## config.mk

```make
export PLATFORM = sky130hd
export DESIGN_NAME = id_stage
export DESIGN_NICKNAME = d
export VERILOG_FILES = /design/src/rtl/id_stage.sv
export SDC_FILE = /design/constraint.sdc
export NUM_CORES = 1
export LEC_CHECK = 0
export ABC_AREA = 1
export BUFFER_PORTS_ARGS = -buffer_cell sky130_fd_sc_hd__buf_4
export CAP_MARGIN = 20
export CORE_AREA = 2 2 194 196
export DETAILED_ROUTE_END_ITERATION = 10
export DIE_AREA = 0 0 196 198
export PLACE_DENSITY = 0.52
export SYNTH_ARGS = -nofsm -noshare
export SYNTH_HDL_FRONTEND = slang
export SYNTH_SLANG_ARGS = --single-unit
```

## constraint.sdc

```tcl
create_clock -name clk -period 2.5 [get_ports clk]
set_clock_uncertainty 0.1 [all_clocks]
set_input_delay 0.125 -clock clk [delete_from_list [all_inputs] [get_ports clk]]
set_output_delay 0.125 -clock clk [all_outputs]
set_load 0.005 [all_outputs]
```

## src/rtl/id_stage.sv

```systemverilog
`default_nettype none
// ============================================================================
// Module   : id_stage
// Desc     : RV32I decode stage feeding a one-entry ID/EX register, with a
//            per-register scoreboard that stalls on RAW/WAW hazards.
//            Optional macro ID_WB_FORWARD_EN bypasses same-cycle writebacks.
// Revision : 1.0
// ============================================================================
`ifndef WORD_WIDTH
`define WORD_WIDTH 32
`endif
`ifndef REG_ADDR_WIDTH
`define REG_ADDR_WIDTH 5
`endif

module id_stage #(
    parameter int WORD_WIDTH     = `WORD_WIDTH,
    parameter int REG_ADDR_WIDTH = `REG_ADDR_WIDTH
) (
    input  logic                      clk,
    input  logic                      rst,
    input  logic                      in_valid,
    output logic                      in_ready,
    input  logic [31:0]               in_instr,
    input  logic [WORD_WIDTH-1:0]     in_pc,
    output logic [REG_ADDR_WIDTH-1:0] rs1_addr,
    output logic [REG_ADDR_WIDTH-1:0] rs2_addr,
    input  logic [WORD_WIDTH-1:0]     rs1_val,
    input  logic [WORD_WIDTH-1:0]     rs2_val,
    input  logic                      wb_en,
    input  logic [REG_ADDR_WIDTH-1:0] wb_addr,
    input  logic [WORD_WIDTH-1:0]     wb_val,
    input  logic                      flush,
    output logic                      out_valid,
    input  logic                      out_ready,
    output logic [WORD_WIDTH-1:0]     out_pc,
    output logic [WORD_WIDTH-1:0]     out_rs1_val,
    output logic [WORD_WIDTH-1:0]     out_rs2_val,
    output logic [WORD_WIDTH-1:0]     out_imm,
    output logic [REG_ADDR_WIDTH-1:0] out_rd_addr,
    output logic                      out_rd_we,
    output logic [6:0]                out_opcode,
    output logic [2:0]                out_funct3,
    output logic                      out_funct7b5,
    output logic                      out_illegal
);
    localparam int         c_NREGS   = 1 << REG_ADDR_WIDTH;
    localparam logic [6:0] c_OP_R    = 7'b0110011;
    localparam logic [6:0] c_OP_IMM  = 7'b0010011;
    localparam logic [6:0] c_OP_LOAD = 7'b0000011;
    localparam logic [6:0] c_OP_JALR = 7'b1100111;
    localparam logic [6:0] c_OP_S    = 7'b0100011;
    localparam logic [6:0] c_OP_B    = 7'b1100011;
    localparam logic [6:0] c_OP_LUI  = 7'b0110111;
    localparam logic [6:0] c_OP_AUI  = 7'b0010111;
    localparam logic [6:0] c_OP_J    = 7'b1101111;

    typedef struct packed {
        logic [WORD_WIDTH-1:0]     pc;
        logic [WORD_WIDTH-1:0]     rs1_val;
        logic [WORD_WIDTH-1:0]     rs2_val;
        logic [WORD_WIDTH-1:0]     imm;
        logic [REG_ADDR_WIDTH-1:0] rd_addr;
        logic                      rd_we;
        logic [6:0]                opcode;
        logic [2:0]                funct3;
        logic                      funct7b5;
        logic                      illegal;
    } idex_t;

    idex_t                idex_q, idex_d;
    logic                 out_valid_q, out_valid_d;
    logic [c_NREGS-1:0]   sb_q, sb_d;

    logic [6:0]                w_opcode;
    logic [REG_ADDR_WIDTH-1:0] w_rd, w_rs1, w_rs2;
    logic w_is_r, w_is_i, w_is_s, w_is_b, w_is_u, w_is_j;
    logic w_uses_rs1, w_uses_rs2, w_rd_we, w_illegal;
    logic [31:0]               w_imm32;
    logic [WORD_WIDTH-1:0]     w_imm, w_rs1_op, w_rs2_op;
    logic w_out_wr, w_rs1_sb, w_rs2_sb, w_rs1_hz, w_rs2_hz, w_waw_hz, w_hazard;
    logic w_accept, w_issue;

    assign w_opcode = in_instr[6:0];
    assign w_rd     = REG_ADDR_WIDTH'(in_instr[11:7]);
    assign w_rs1    = REG_ADDR_WIDTH'(in_instr[19:15]);
    assign w_rs2    = REG_ADDR_WIDTH'(in_instr[24:20]);
    assign rs1_addr = w_rs1;
    assign rs2_addr = w_rs2;

    always_comb begin
        w_is_r = 1'b0;
        w_is_i = 1'b0;
        w_is_s = 1'b0;
        w_is_b = 1'b0;
        w_is_u = 1'b0;
        w_is_j = 1'b0;
        case (w_opcode)
            c_OP_R:                          w_is_r = 1'b1;
            c_OP_IMM, c_OP_LOAD, c_OP_JALR:  w_is_i = 1'b1;
            c_OP_S:                          w_is_s = 1'b1;
            c_OP_B:                          w_is_b = 1'b1;
            c_OP_LUI, c_OP_AUI:              w_is_u = 1'b1;
            c_OP_J:                          w_is_j = 1'b1;
            default: ;
        endcase
    end

    assign w_uses_rs1 = w_is_r | w_is_i | w_is_s | w_is_b;
    assign w_uses_rs2 = w_is_r | w_is_s | w_is_b;
    assign w_rd_we    = (w_is_r | w_is_i | w_is_u | w_is_j) && (w_rd != '0);
    assign w_illegal  = !(w_is_r | w_is_i | w_is_s | w_is_b | w_is_u | w_is_j);

    always_comb begin
        w_imm32 = 32'd0;
        if (w_is_i)
            w_imm32 = {{20{in_instr[31]}}, in_instr[31:20]};
        else if (w_is_s)
            w_imm32 = {{20{in_instr[31]}}, in_instr[31:25], in_instr[11:7]};
        else if (w_is_b)
            w_imm32 = {{19{in_instr[31]}}, in_instr[31], in_instr[7],
                       in_instr[30:25], in_instr[11:8], 1'b0};
        else if (w_is_u)
            w_imm32 = {in_instr[31:12], 12'd0};
        else if (w_is_j)
            w_imm32 = {{11{in_instr[31]}}, in_instr[31], in_instr[19:12],
                       in_instr[20], in_instr[30:21], 1'b0};
    end

    generate
        if (WORD_WIDTH > 32) begin : g_imm_wide
            assign w_imm = {{(WORD_WIDTH-32){w_imm32[31]}}, w_imm32};
        end else begin : g_imm_narrow
            assign w_imm = w_imm32[WORD_WIDTH-1:0];
        end
    endgenerate

    // A valid writer still sitting in the output register owns its rd too.
    assign w_out_wr = out_valid_q && idex_q.rd_we;

`ifdef ID_WB_FORWARD_EN
    logic w_rs1_fwd, w_rs2_fwd;
    assign w_rs1_fwd = wb_en && (wb_addr == w_rs1) && (w_rs1 != '0);
    assign w_rs2_fwd = wb_en && (wb_addr == w_rs2) && (w_rs2 != '0);
    assign w_rs1_sb  = sb_q[w_rs1] && !w_rs1_fwd;
    assign w_rs2_sb  = sb_q[w_rs2] && !w_rs2_fwd;
    assign w_rs1_op  = w_rs1_fwd ? wb_val : rs1_val;
    assign w_rs2_op  = w_rs2_fwd ? wb_val : rs2_val;
`else
    logic w_unused_wb;
    assign w_unused_wb = ^wb_val;
    assign w_rs1_sb    = sb_q[w_rs1];
    assign w_rs2_sb    = sb_q[w_rs2];
    assign w_rs1_op    = rs1_val;
    assign w_rs2_op    = rs2_val;
`endif

    assign w_rs1_hz = w_uses_rs1 && (w_rs1 != '0) &&
                      (w_rs1_sb || (w_out_wr && idex_q.rd_addr == w_rs1));
    assign w_rs2_hz = w_uses_rs2 && (w_rs2 != '0) &&
                      (w_rs2_sb || (w_out_wr && idex_q.rd_addr == w_rs2));
    assign w_waw_hz = w_rd_we && (sb_q[w_rd] || (w_out_wr && idex_q.rd_addr == w_rd));
    assign w_hazard = w_rs1_hz || w_rs2_hz || w_waw_hz;

    assign in_ready = !rst && !flush && (!out_valid_q || out_ready) && !w_hazard;
    assign w_accept = in_valid && in_ready;
    assign w_issue  = out_valid_q && out_ready && !flush;

    always_comb begin
        idex_d      = idex_q;
        out_valid_d = out_valid_q;
        sb_d        = sb_q;
        if (w_accept) begin
            idex_d.pc       = in_pc;
            idex_d.rs1_val  = w_rs1_op;
            idex_d.rs2_val  = w_rs2_op;
            idex_d.imm      = w_imm;
            idex_d.rd_addr  = w_rd;
            idex_d.rd_we    = w_rd_we;
            idex_d.opcode   = w_opcode;
            idex_d.funct3   = in_instr[14:12];
            idex_d.funct7b5 = in_instr[30];
            idex_d.illegal  = w_illegal;
            out_valid_d     = 1'b1;
        end else if (flush || w_issue) begin
            out_valid_d = 1'b0;
        end
        // Clear before set: a same-cycle set belongs to the newer writer.
        if (wb_en && wb_addr != '0)
            sb_d[wb_addr] = 1'b0;
        if (w_issue && idex_q.rd_we)
            sb_d[idex_q.rd_addr] = 1'b1;
    end

    always_ff @(posedge clk) begin
        if (rst) begin
            idex_q      <= '0;
            out_valid_q <= 1'b0;
            sb_q        <= '0;
        end else begin
            idex_q      <= idex_d;
            out_valid_q <= out_valid_d;
            sb_q        <= sb_d;
        end
    end

    assign out_valid    = out_valid_q;
    assign out_pc       = idex_q.pc;
    assign out_rs1_val  = idex_q.rs1_val;
    assign out_rs2_val  = idex_q.rs2_val;
    assign out_imm      = idex_q.imm;
    assign out_rd_addr  = idex_q.rd_addr;
    assign out_rd_we    = idex_q.rd_we;
    assign out_opcode   = idex_q.opcode;
    assign out_funct3   = idex_q.funct3;
    assign out_funct7b5 = idex_q.funct7b5;
    assign out_illegal  = idex_q.illegal;

endmodule

`default_nettype wire

```

==> reports/metrics.csv <==
stage,metric,value,unit
timing,fmax,416.5,MHz
worst_setup_path,endpoint class of the critical path,output pin,
place,Port Buffers,296,
worst_setup_path,startpoint types,input port,
worst_setup_path,CP peak stage delay,550,ps
cells_and_area,Finished Core Util,36.90,%
timing,Fin Hold WS,5.451,ps
yosys,Yosys warning total,0,
floorplan,Die Ht,198,µm
routing,DR vias/cell,4.562,
clocking,Sink Count,179,
global_routing,largest net degree at the start of global routing,147,
cells_and_area,layout cell share with drive strength beyond 1,22.07,%
worst_setup_path,CP most frequent cell,nand2_2,
global_routing,Total GRT Usage,17.97,%
routing,initial DRC count,817,
global_routing,grt ovf,0,
yosys,post-synth top area cell,dfxtp_1,
place,Post-Place Cells,2095,
worst_setup_path,crit path cell chain,dlygate4sd3_1 > buf_4 > nand2_2 > nor3_4 > nand2_2 > o21ai_4 > inv_2 > a22oi_2 > nand2_1 > nand2_2 > nor2_4 > buf_12 > buf_4,
timing,final worst path period share,96.03,%
floorplan,DIE AREA,38810,µm²
power,Leak,6.339,nW
yosys,"FFs w/ async S/R, synth",0,%
routing,via count,10264,
yosys,post-synthesis cell type count,32,
clocking,CTS tree,done,
routing,Total Wirelength,35.86,mm
floorplan,die width,196,µm
global_routing,vias in the first global route,9506,
timing,setup ws final,99.22,ps
global_routing,global-route met2 utilization,27.73,%
global_routing,met1 usage,23.69,%
worst_setup_path,R2R Setup Slk,170,ps
timing,"Hold Vio Cnt, Final",0,
worst_setup_path,crit path max fanout,23,
power,Peak VDD IR,0.0004778,V
routing,drt pass-1 iters,8,
yosys,synthesized instance count,1388,
worst_setup_path,"Req. time, crit path",2280,ps
yosys,ys flop type,dfxtp_1,
floorplan,number of I/O pins,329,
power,Pwr Total,7.067,mW
routing,DRT antenna net count,0,
cells_and_area,Final Non-Filler Cells,2250,
global_routing,initial antenna violation count,0,
cells_and_area,design area,13640,µm²
yosys,post-synth net total,1559,
yosys,Post-Syn Area,9097,µm²
floorplan,core footprint,36960,µm²
floorplan,Initial Utilization,24.62,%
floorplan,Core Rows,71,
place,hpwl dp,25.46,mm
yosys,area fraction of the dominant cell type after synthesis,39.39,%
timing,Slew HR,47.29,%
worst_setup_path,slowest CP cell,dlygate4sd3_1,
clocking,worst skew pair latency,460,ps
clocking,CTS Buf Count,17,
clocking,clock buffer depth,2,
yosys,Area contributors post-synth,"dfxtp_1, nand2_1, nor2_1",
place,pre-CTS setup slack,161.5,ps
clocking,"Reg clk slew, reported paths",70,ps
clocking,H-Tree Depth,4,
global_routing,GR Util met3,4.633,%
clocking,CTS root buffer,clkbuf_16,
timing,setup TNS,0,ps
cells_and_area,Antenna Diode Count,0,
yosys,sequential share of the synthesized area,39.39,%
yosys,#FFs+latches synth,179,
timing,RSZ-0062 raised after global routing,yes,
yosys,number of synthesized flops with an enable pin,0,
yosys,Avg Synthesized Cell Area,6.554,µm²
status,status,finished clean,
cells_and_area,Layout area overhead,49.90,%
run,total of max-cap violations,0,
timing,# setup viols final,0,
worst_setup_path,Setup CP Type,in2out,
timing,fin crit period,2401,ps
global_routing,first-pass GRT wire length,54.30,mm
worst_setup_path,worst endpoint data arrival time,2180,ps
min_path,hold crit path type,in2reg,
place,GP Congestion,0.9055,
global_routing,GRT busiest layer,met2,
power,PD cells,518.2,nW/µm²
cells_and_area,Post-layout nets,1934,
timing,actual slew at the worst max-slew pin,790.6,ps
yosys,"count leader, synth",nand2_1,
yosys,Synth top cells by count,"nand2_1, nor2_1, dfxtp_1",
routing,Residual DRC,0,
timing,Max Slew Vio Count,0,
routing,WL/cell,15.94,µm
place,placed instance area,11800,µm²
==> power by group <==
part | leakage [nW] | internal, mW | switching, mW
combinational | 4.60 | 0.666 | 0.671
clock | 0.283 | 1.36 | 1.34
sequential | 1.46 | 2.97 | 0.0631
total | 6.34 | 5.00 | 2.07
==> per-layer routing <==
layer	share of wire [%]	wire length, µm	vias to the layer above
met5	0	0	-
met4	3.8	1346	0
met3	6.1	2203	63
met2	45	16020	325
met1	45	16290	4694
li1	-	-	5182
==> worst paths after layout <==
path / endpoint / cells after the start / from
worst max-delay path: in_ready / 13 / in_instr[1]
worst min-delay path: out_imm[13] / 5 / in_instr[31]
worst max register to register: out_rs2_val[5] / 16 / sb_q[18]
worst min register to register: out_imm[10] / 2 / out_imm[10]
==> placed cells by master (no fill, tap or decap), types with 6 or more instances in the layout <==
master,instances
buf_12,11
nand2_1,330
nand2_2,6
dlygate4sd3_1,118
dfxtp_1,178
o211ai_1,10
inv_1,87
o21ai_0,56
clkbuf_16,17
nand3b_1,99
buf_4,323
nand3_1,127
a21oi_1,46
o22ai_1,9
nor2_1,298
inv_2,9
nor3_1,13
==> cell type report <==
cell class / instances / area (µm²)
multi-input cells: 1014 / 4687
clock buffers: 19 / 452.9
inverters: 99 / 376.6
fillers: 3929 / 23320
repair buffers: 452 / 3826
clock inverters: 13 / 116.4
flip-flops and latches: 179 / 3585
well taps: 474 / 593.1
==> critical path, delay by kind of cell <==
family / cells / cell delay [ps]
AND/OR/NAND/NOR: 6 / 700
buffers and inverters: 5 / 1060
AO/OA/AOI/OAI: 2 / 260
==> flip-flops by register name, summed over array words and instances, names as in the netlist <==
register,cells
out_funct3,3
out_funct7b5,1
out_pc,32
out_valid,1
out_imm,32
out_opcode,7
sb_q,32
out_illegal,1
out_rd_addr,5
out_rs1_val,32
out_rd_we,1
out_rs2_val,32
==> kinds of logic (layout without fill, tap and decap cells) <==
group / Yosys count / count (layout) / share of synthesized area [%]
DFF: 179 / 179 / 39.39
AOI/OAI and AO/OA: 132 / 132 / 8.101
and+or+nand+nor: 881 / 881 / 42.81
xor gates and xnor gates: 1 / 1 / 0.09629
buffers and inverters: 195 / 583 / 9.600
==> what timing repair did <==
item	in CTS	in global routing
endpoints found under the setup margin	1	148
resized for setup	1	12
pin swaps	1	3
gates cloned	0	0
endpoints found under the hold margin	143	0
buffers inserted	1	5
hold buffers	118	0
Power figures use the tool's default switching activity.
